`src/rtl/leaf_user_fifo_bridge.sv`:
```
`default_nettype none
// ============================================================================
// Module   : leaf_user_fifo_bridge_fifo
// Purpose  : First-word-fall-through FIFO used by the bridge. The head entry is
//            always visible on rdata. The caller guarantees push only when not
//            full and pop only when not empty. Storage is not reset.
// Ports    : clk, rst_n      - clock, asynchronous active-low reset
//            push, wdata     - write strobe and word
//            pop, rdata      - read strobe and head word
//            count           - registered occupancy (0..DEPTH)
// Revision : 1.0 - initial release
// ============================================================================
module leaf_user_fifo_bridge_fifo #(
  parameter int WIDTH     = 32,
  parameter int DEPTH     = 16,
  parameter int ADDR_BITS = 4
) (
  input  logic                 clk,
  input  logic                 rst_n,
  input  logic                 push,
  input  logic                 pop,
  input  logic [WIDTH-1:0]     wdata,
  output logic [WIDTH-1:0]     rdata,
  output logic [ADDR_BITS:0]   count
);

  localparam logic [ADDR_BITS-1:0] PTR_ONE = (ADDR_BITS)'(1);
  localparam logic [ADDR_BITS:0]   CNT_ONE = (ADDR_BITS+1)'(1);

  logic [WIDTH-1:0]     mem [DEPTH];
  logic [ADDR_BITS-1:0] wr_ptr;
  logic [ADDR_BITS-1:0] rd_ptr;

  // Storage has no reset so it can map onto LUTRAM.
  always_ff @(posedge clk) begin
    if (push) begin
      mem[wr_ptr] <= wdata;
    end
  end

  assign rdata = mem[rd_ptr];

  // Pointers are ADDR_BITS wide and wrap naturally because DEPTH is a power
  // of two.
  always_ff @(posedge clk or negedge rst_n) begin
    if (!rst_n) begin
      wr_ptr <= '0;
      rd_ptr <= '0;
      count  <= '0;
    end else begin
      if (push) begin
        wr_ptr <= wr_ptr + PTR_ONE;
      end
      if (pop) begin
        rd_ptr <= rd_ptr + PTR_ONE;
      end
      if (push && !pop) begin
        count <= count + CNT_ONE;
      end else if (!push && pop) begin
        count <= count - CNT_ONE;
      end
    end
  end

endmodule

// ============================================================================
// Module   : leaf_user_fifo_bridge
// Purpose  : Kernel-side endpoint of the leaf interface user port. Buffers one
//            interface-to-user stream and one user-to-interface stream through
//            FWFT FIFOs and exposes ap_fifo-style ports to the HLS kernel.
// Ports    : clk_user, reset_n                 - clock, async active-low reset
//            dout_leaf_interface2user,
//            vld_interface2user,
//            ack_user2interface                - inbound leaf handshake
//            din_leaf_user2interface,
//            vld_user2interface,
//            ack_interface2user                - outbound leaf handshake
//            in_dout, in_empty_n, in_read      - kernel input FIFO port
//            out_din, out_full_n, out_write    - kernel output FIFO port
//            in_count, out_count               - FIFO occupancies
//            err_underflow, err_overflow       - sticky illegal-access flags
// Revision : 1.0 - initial release
// ============================================================================
module leaf_user_fifo_bridge #(
  parameter int PAYLOAD_BITS = 32,
  parameter int DEPTH        = 16,
  parameter int ADDR_BITS    = 4
) (
  input  logic                    clk_user,
  input  logic                    reset_n,
  input  logic [PAYLOAD_BITS-1:0] dout_leaf_interface2user,
  input  logic                    vld_interface2user,
  output logic                    ack_user2interface,
  output logic [PAYLOAD_BITS-1:0] din_leaf_user2interface,
  output logic                    vld_user2interface,
  input  logic                    ack_interface2user,
  output logic [PAYLOAD_BITS-1:0] in_dout,
  output logic                    in_empty_n,
  input  logic                    in_read,
  input  logic [PAYLOAD_BITS-1:0] out_din,
  output logic                    out_full_n,
  input  logic                    out_write,
  output logic [ADDR_BITS:0]      in_count,
  output logic [ADDR_BITS:0]      out_count,
  output logic                    err_underflow,
  output logic                    err_overflow
);

  localparam logic [ADDR_BITS:0] FULL_COUNT = (ADDR_BITS+1)'(DEPTH);

  logic reset_n_meta;
  logic reset_n_sync;
  logic in_push;
  logic in_pop;
  logic out_push;
  logic out_pop;

  // Reset release is synchronised so the leaf interface never sees ack rise
  // on a metastable edge; assertion stays asynchronous.
  always_ff @(posedge clk_user or negedge reset_n) begin
    if (!reset_n) begin
      reset_n_meta <= 1'b0;
      reset_n_sync <= 1'b0;
    end else begin
      reset_n_meta <= 1'b1;
      reset_n_sync <= reset_n_meta;
    end
  end

  // ack is built only from registered state, so a full FIFO cannot accept a
  // word in the same cycle that the kernel pops one.
  assign ack_user2interface = reset_n_sync && (in_count != FULL_COUNT);
  assign in_empty_n         = (in_count != '0);
  assign in_push            = vld_interface2user && ack_user2interface;
  assign in_pop             = in_read && in_empty_n;

  assign out_full_n         = (out_count != FULL_COUNT);
  assign vld_user2interface = (out_count != '0);
  assign out_push           = out_write && out_full_n;
  assign out_pop            = vld_user2interface && ack_interface2user;

  leaf_user_fifo_bridge_fifo #(
    .WIDTH     (PAYLOAD_BITS),
    .DEPTH     (DEPTH),
    .ADDR_BITS (ADDR_BITS)
  ) u_in_fifo (
    .clk   (clk_user),
    .rst_n (reset_n),
    .push  (in_push),
    .pop   (in_pop),
    .wdata (dout_leaf_interface2user),
    .rdata (in_dout),
    .count (in_count)
  );

  leaf_user_fifo_bridge_fifo #(
    .WIDTH     (PAYLOAD_BITS),
    .DEPTH     (DEPTH),
    .ADDR_BITS (ADDR_BITS)
  ) u_out_fifo (
    .clk   (clk_user),
    .rst_n (reset_n),
    .push  (out_push),
    .pop   (out_pop),
    .wdata (out_din),
    .rdata (din_leaf_user2interface),
    .count (out_count)
  );

  // Sticky error flags; only reset clears them.
  always_ff @(posedge clk_user or negedge reset_n) begin
    if (!reset_n) begin
      err_underflow <= 1'b0;
      err_overflow  <= 1'b0;
    end else begin
      if (in_read && !in_empty_n) begin
        err_underflow <= 1'b1;
      end
      if (out_write && !out_full_n) begin
        err_overflow <= 1'b1;
      end
    end
  end

endmodule
`default_nettype wire

```
`config.mk`:
```
export PLATFORM = sky130hd
export DESIGN_NAME = leaf_user_fifo_bridge
export DESIGN_NICKNAME = d
export VERILOG_FILES = /design/src/rtl/leaf_user_fifo_bridge.sv
export SDC_FILE = /design/constraint.sdc
export NUM_CORES = 1
export LEC_CHECK = 0
export CAP_MARGIN = 20
export CORE_MARGIN = 5
export CORE_UTILIZATION = 55
export CTS_CLUSTER_DIAMETER = 30
export CTS_CLUSTER_SIZE = 24
export DETAILED_ROUTE_END_ITERATION = 7
export GPL_ROUTABILITY_DRIVEN = 0
export PLACE_DENSITY = 0.71
export SLEW_MARGIN = 20
export SYNTH_ARGS = -nofsm -noshare
export SYNTH_HDL_FRONTEND = slang
export SYNTH_SLANG_ARGS = --single-unit
```
`constraint.sdc`:
```
create_clock -name clk_user -period 9.13 [get_ports clk_user]
set_clock_uncertainty 0.2 [all_clocks]
set_input_delay 1.826 -clock clk_user [delete_from_list [all_inputs] [get_ports clk_user]]
set_output_delay 1.826 -clock clk_user [all_outputs]
set_load 0.01 [all_outputs]
```
* Word level (Yosys, flattened, before mapping)
Memory sizes are Yosys's and may differ from the RTL's.
Index checks and enable logic that the tools add are counted.
** Word-level totals
- Bits in registers :: 30
- RAM bits :: 1024
- Input port bits :: 70
- Output and inout bits :: 80
- Word-level logic and storage cells :: 51
- Memories :: 2
** Cells by class
- Add/sub/neg operators :: 8
- Equality and inequality tests :: 2
- Multiplexer cells :: 8
- Reduce and logical (&&, ||, !) cells :: 21
** Memories
- u_in_fifo.mem :: words 16, width 32, read ports 1, clocked after memory_dff 0, wr ports 1, RTL line 30 : logic [WIDTH-1:0] mem [DEPTH];
- u_out_fifo.mem :: words 16, width 32, read ports 1, clocked after memory_dff 0, wr ports 1, RTL line 30
** Operator list (count)
- 2-to-1 mux 5 bit :: 4
- adder 4 x 1 -> 4 bit, second input constant :: 4
- logical AND 1 bit :: 11
- adder 5 x 1 -> 5 bit, second input constant :: 2
- != test 5 bit, second input constant :: 2
- nonzero test 5 bit :: 2
- subtractor 5 x 1 -> 5 bit, second input constant :: 2
- zero test 1 bit :: 6
- 2-to-1 mux 1 bit :: 4
- nonzero test 2 bit :: 2

* Depth between registers and ports, before layout
- Depth after elaboration :: 7
- Depth in mapped cells :: 12
- Mapped depth without buffers :: 12

* By module
A second synthesis with hierarchy kept.
** Unflattened totals
- Cell total of the unflattened synthesis :: 1769
- Area total of the unflattened synthesis :: 40118.5 um2
** Modules (own cells, without submodules)
- leaf_user_fifo_bridge_fifo at u_out_fifo :: instances 1, cells an instance 873, area an instance 19955.4 um2, sequential area each 15700.1 um2
- leaf_user_fifo_bridge_fifo at u_in_fifo :: instances 1, cells an instance 876, area an instance 19941.6 um2, sequential area each 15700.1 um2
- leaf_user_fifo_bridge :: instances 1, cells an instance 20, area an instance 221.5 um2, sequential area each 100.1 um2

* Worst setup path after synthesis
OpenSTA, ideal clock, no wires.
- Path kind :: input port to flip-flop
- From :: input out_write
- To :: memory u_out_fifo.mem[2][0] (enable)
- Library setup time :: 0.461 ns
- Data arrival time :: 4.420 ns
- Required time :: 8.469 ns
- Path slack :: 4.049 ns
- Stages on the path :: 4
- Path buffers :: 1
- Cell sequence :: and2_1 > buf_2 > nand2_1 > nor3_1
** Between the ends
- Longest elaborated chain between the ends :: 3
** RTL lines
- start, declared :: RTL line 103 : input logic out_write,
- logical AND 1 bit :: RTL line 140 : assign out_push = out_write && out_full_n;
- net out_push :: RTL line 116 : logic out_push;
- 2-to-1 mux 1 bit :: RTL line 36 : if (push) begin
- 2-to-1 mux 1 bit (implied by the code) :: RTL line 37 : mem[wr_ptr] <= wdata;
- end, declared :: RTL line 30
The timed path passes the listed nets, and every way through them passes these cells.

* Worst setup path after layout
- From :: register u_out_fifo.rd_ptr[2]
- To :: output din_leaf_user2interface[11]
** Between the ends
- Longest elaborated chain between the ends :: 1
** RTL lines
- start, declared :: RTL line 32 : logic [ADDR_BITS-1:0] rd_ptr;
- start signal, assigned :: RTL line 55 : rd_ptr <= rd_ptr + PTR_ONE;
- memory (16 x 32 bit)
- end, declared :: RTL line 95 : output logic [PAYLOAD_BITS-1:0] din_leaf_user2interface,
No other way between the ends.

==> flow_summary.yaml <==
yosys:
  yosysSeqAreaShare_pct: 76.94
  synth_cell_types: 39
  yosys-top-cells-count: "edfxtp_1, mux2i_1, a221oi_1, mux4_2, nand2_1"
  syn-instance-count: 2022
  yosysMostFrequentCell: "edfxtp_1"
  synth_enable_flop_cells: 1024
  synth_area_leader_cell: "edfxtp_1"
  ys_seq_elements: 1054
  synth.avg_cell_area_um2: 20.25
  async_reset_ff_share_pct: 2.846
  synth_top_flop_cell: "edfxtp_1"
  syn_area_um2: 40940
  yosys_warnings: 0
  synth_nets: 2112
  synth.top_cells.by_area: "edfxtp_1, mux4_2, mux2i_1"
  synth_top_area_share_pct: 75.11
placed_design:
  port-buffer-count: 149
  dp_slack_ns: 3.813
  dp_hpwl_um: 45480
worst_setup_path:
  worst-setup-path-type: "reg -> out"
  crit_required_ns: 7.10
  critical_path_peak_fanout: 54
  cpPeakStageDelay_ns: 0.68
  crit_slowest_cell: "buf_4"
  cp_cell_sequence: "buf_4 > nor2b_4 > buf_4 > a221oi_1 > o21ai_0 > nand2_1 > clkdlybuf4s50_1"
  cp-end-kind: "primary output"
  cp_common_cell: "buf_4"
  start_kind: "flip-flop"
  crit_arrival_ns: 4.11
  cpLargestDelayFamily: "buffers and inverters"
  crit_buf_inv: 3
finish:
  seq_area_um2: 31510
  drive_gt1_share_pct: 20.04
  multi_input_area_um2: 8771
  fillers: 4690
  final_nets: 2358
  syn2layout_area_growth_pct: 20.15
floorplan:
  io_pins: 150
  die_w_um: 282.8
  core.rowCount: 100
  dieArea_um2: 79990
  start_util_pct: 55.27
  core_area_um2: 74070
  die_y_um: 282.8
cts:
  worst_skew_pair.late_latency_ns: 0.71
  cts_hold_buf: 0
  clkSinkCount: 1054
  path_clk_slew_ns: 0.05
  cts_root_buffer: "clkbuf_16"
  numCtsBuffers: 167
  ctsResizeCount: 0
  clockBufferDepth: 3
  cts_tree: "built"
  htreeDepth: 4
  cts_setup_buffers: 0
timing:
  max_freq_mhz: 162.9
  setup_viol: 0
  finalMaxSlewViolations: 0
  slew_headroom_pct: 25.39
  setup_ws_ns: 2.991
  grt_setup_unrepaired: "no"
  finalCritPeriodShare_pct: 67.24
  worst_slew_pin_slew_ns: 1.119
  hold_violations: 0
  min_period_ns: 6.139
  tns_ns: 0
pwr:
  ir_drop_mv: 0.3081
  p_leak_nw: 16.69
  p_per_area_nw_per_um2: 343.8
global_routing:
  grt.total_usage_pct: 22.81
  grt_first_pass_wirelength_um: 135300
  antenna_found_initial: 9
  grt_pass1_vias: 21730
  grt_overflow_total: 0
  grt_max_degree: 129
drt:
  drt-initial-drc-count: 1988
  vias: 20790
  drc: 0
  wire_per_inst_um: 26.89
  ant_nets: 0
  vias_per_cell: 6.141
  routed_wl_um: 91040
  drt_first_pass_iters: 5
job:
  cap_violations: 0
min_path:
  hp-class: "reg -> reg"
run_status:
  outcome: "completed"
-- per-stage QoR --
step | power, mW | cell area, um^2 | hold WS, ns | util [%] | instances
2_1_floorplan | 9.015 | 40940 | 0.1312 | - | 2022
3_3_place_gp | 10.55 | 43360 | 0.1436 | 58.53 | 3068
3_5_place_dp | 10.65 | 43360 | 0.1387 | 58.53 | 3068
4_1_cts | 17.02 | 49170 | 0.1520 | 66.38 | 3379
5_1_grt | 17.61 | 49180 | 0.1546 | 66.39 | 3381
6_report | 16.91 | 49190 | 0.1507 | 66.41 | 3386
-- final timing paths --
check	start	end	slack, ns	cells past startpoint
setup reg to reg	u_in_fifo.count[0]	u_in_fifo.count[4]	5.92	11
setup / recovery	u_out_fifo.rd_ptr[2]	din_leaf_user2interface[11]	2.99	7
hold reg to reg	reset_n_meta	reset_n_sync	0.15	0
max in group asynchronous	reset_n	u_in_fifo.rd_ptr[0]	6.81	2
hold / removal	reset_n_meta	reset_n_sync	0.15	0
min in group asynchronous	reset_n	u_out_fifo.count[2]	1.18	1
-- cell type report --
cell class | count | share of cell area (%)
timing repair buffer | 188 | 3.678
clock buffer | 186 | 8.834
tap | 969 | 2.465
multi-input combinational | 843 | 17.83
antenna | 7 | 0.03561
sequential | 1054 | 64.06
inverter | 14 | 0.1068
clock inverter | 125 | 2.989
-- report_power, final --
| part | leakage [nW] | internal, mW | switching (mW) | total, mW |
|---|---|---|---|---|
| clock | 2.79 | 4.05 | 2.29 | 6.33 |
| combinational | 4.31 | 2.03 | 2.55 | 4.58 |
| sequential | 9.59 | 5.74 | 0.258 | 6.00 |
-- layout by cell type, fill, tap and decap left out, types with 17 or more instances in the layout --
master / netlist / layout
dfrtp_1: 30 / 26
mux2i_1: 257 / 257
clkinv_1: 0 / 23
a221oi_1: 128 / 128
clkinv_4: 0 / 19
edfxtp_1: 1024 / 1024
nand2_1: 83 / 83
mux4_2: 122 / 122
clkinv_2: 0 / 26
o21ai_0: 71 / 71
xnor2_1: 17 / 17
a22oi_1: 64 / 64
clkdlybuf4s50_1: 0 / 149
bufinv_16: 0 / 20
ha_1: 18 / 18
clkbuf_16: 0 / 171
buf_4: 4 / 37
-- state kept, by name, indices dropped and copies added, names as in the netlist --
signal / cells
err_overflow: 1
err_underflow: 1
reset_n_meta: 1
reset_n_sync: 1
u_in_fifo.count: 5
u_in_fifo.mem: 512
u_in_fifo.rd_ptr: 4
u_in_fifo.wr_ptr: 4
u_out_fifo.count: 5
u_out_fifo.mem: 512
u_out_fifo.rd_ptr: 4
u_out_fifo.wr_ptr: 4
-- metal layers --
metal	global-route usage (%)	routed length [um]
met3	5.512	6199
met1	30.22	36580
met2	38.17	46150
met5	0	34
met4	6.971	2076
-- kinds of logic after synthesis --
kind of cell	Yosys count	share of synthesized area, %
adders and majority gates	20	0.6479
and+or+nand+nor	140	1.556
xor gates and xnor gates	21	0.4492
DFF	1054	76.94
buffers and inverters	125	2.002
other	1	0.009160
muxes	387	13.43
AOI/OAI and AO/OA	274	4.960
(Power assumes the default switching activity.)
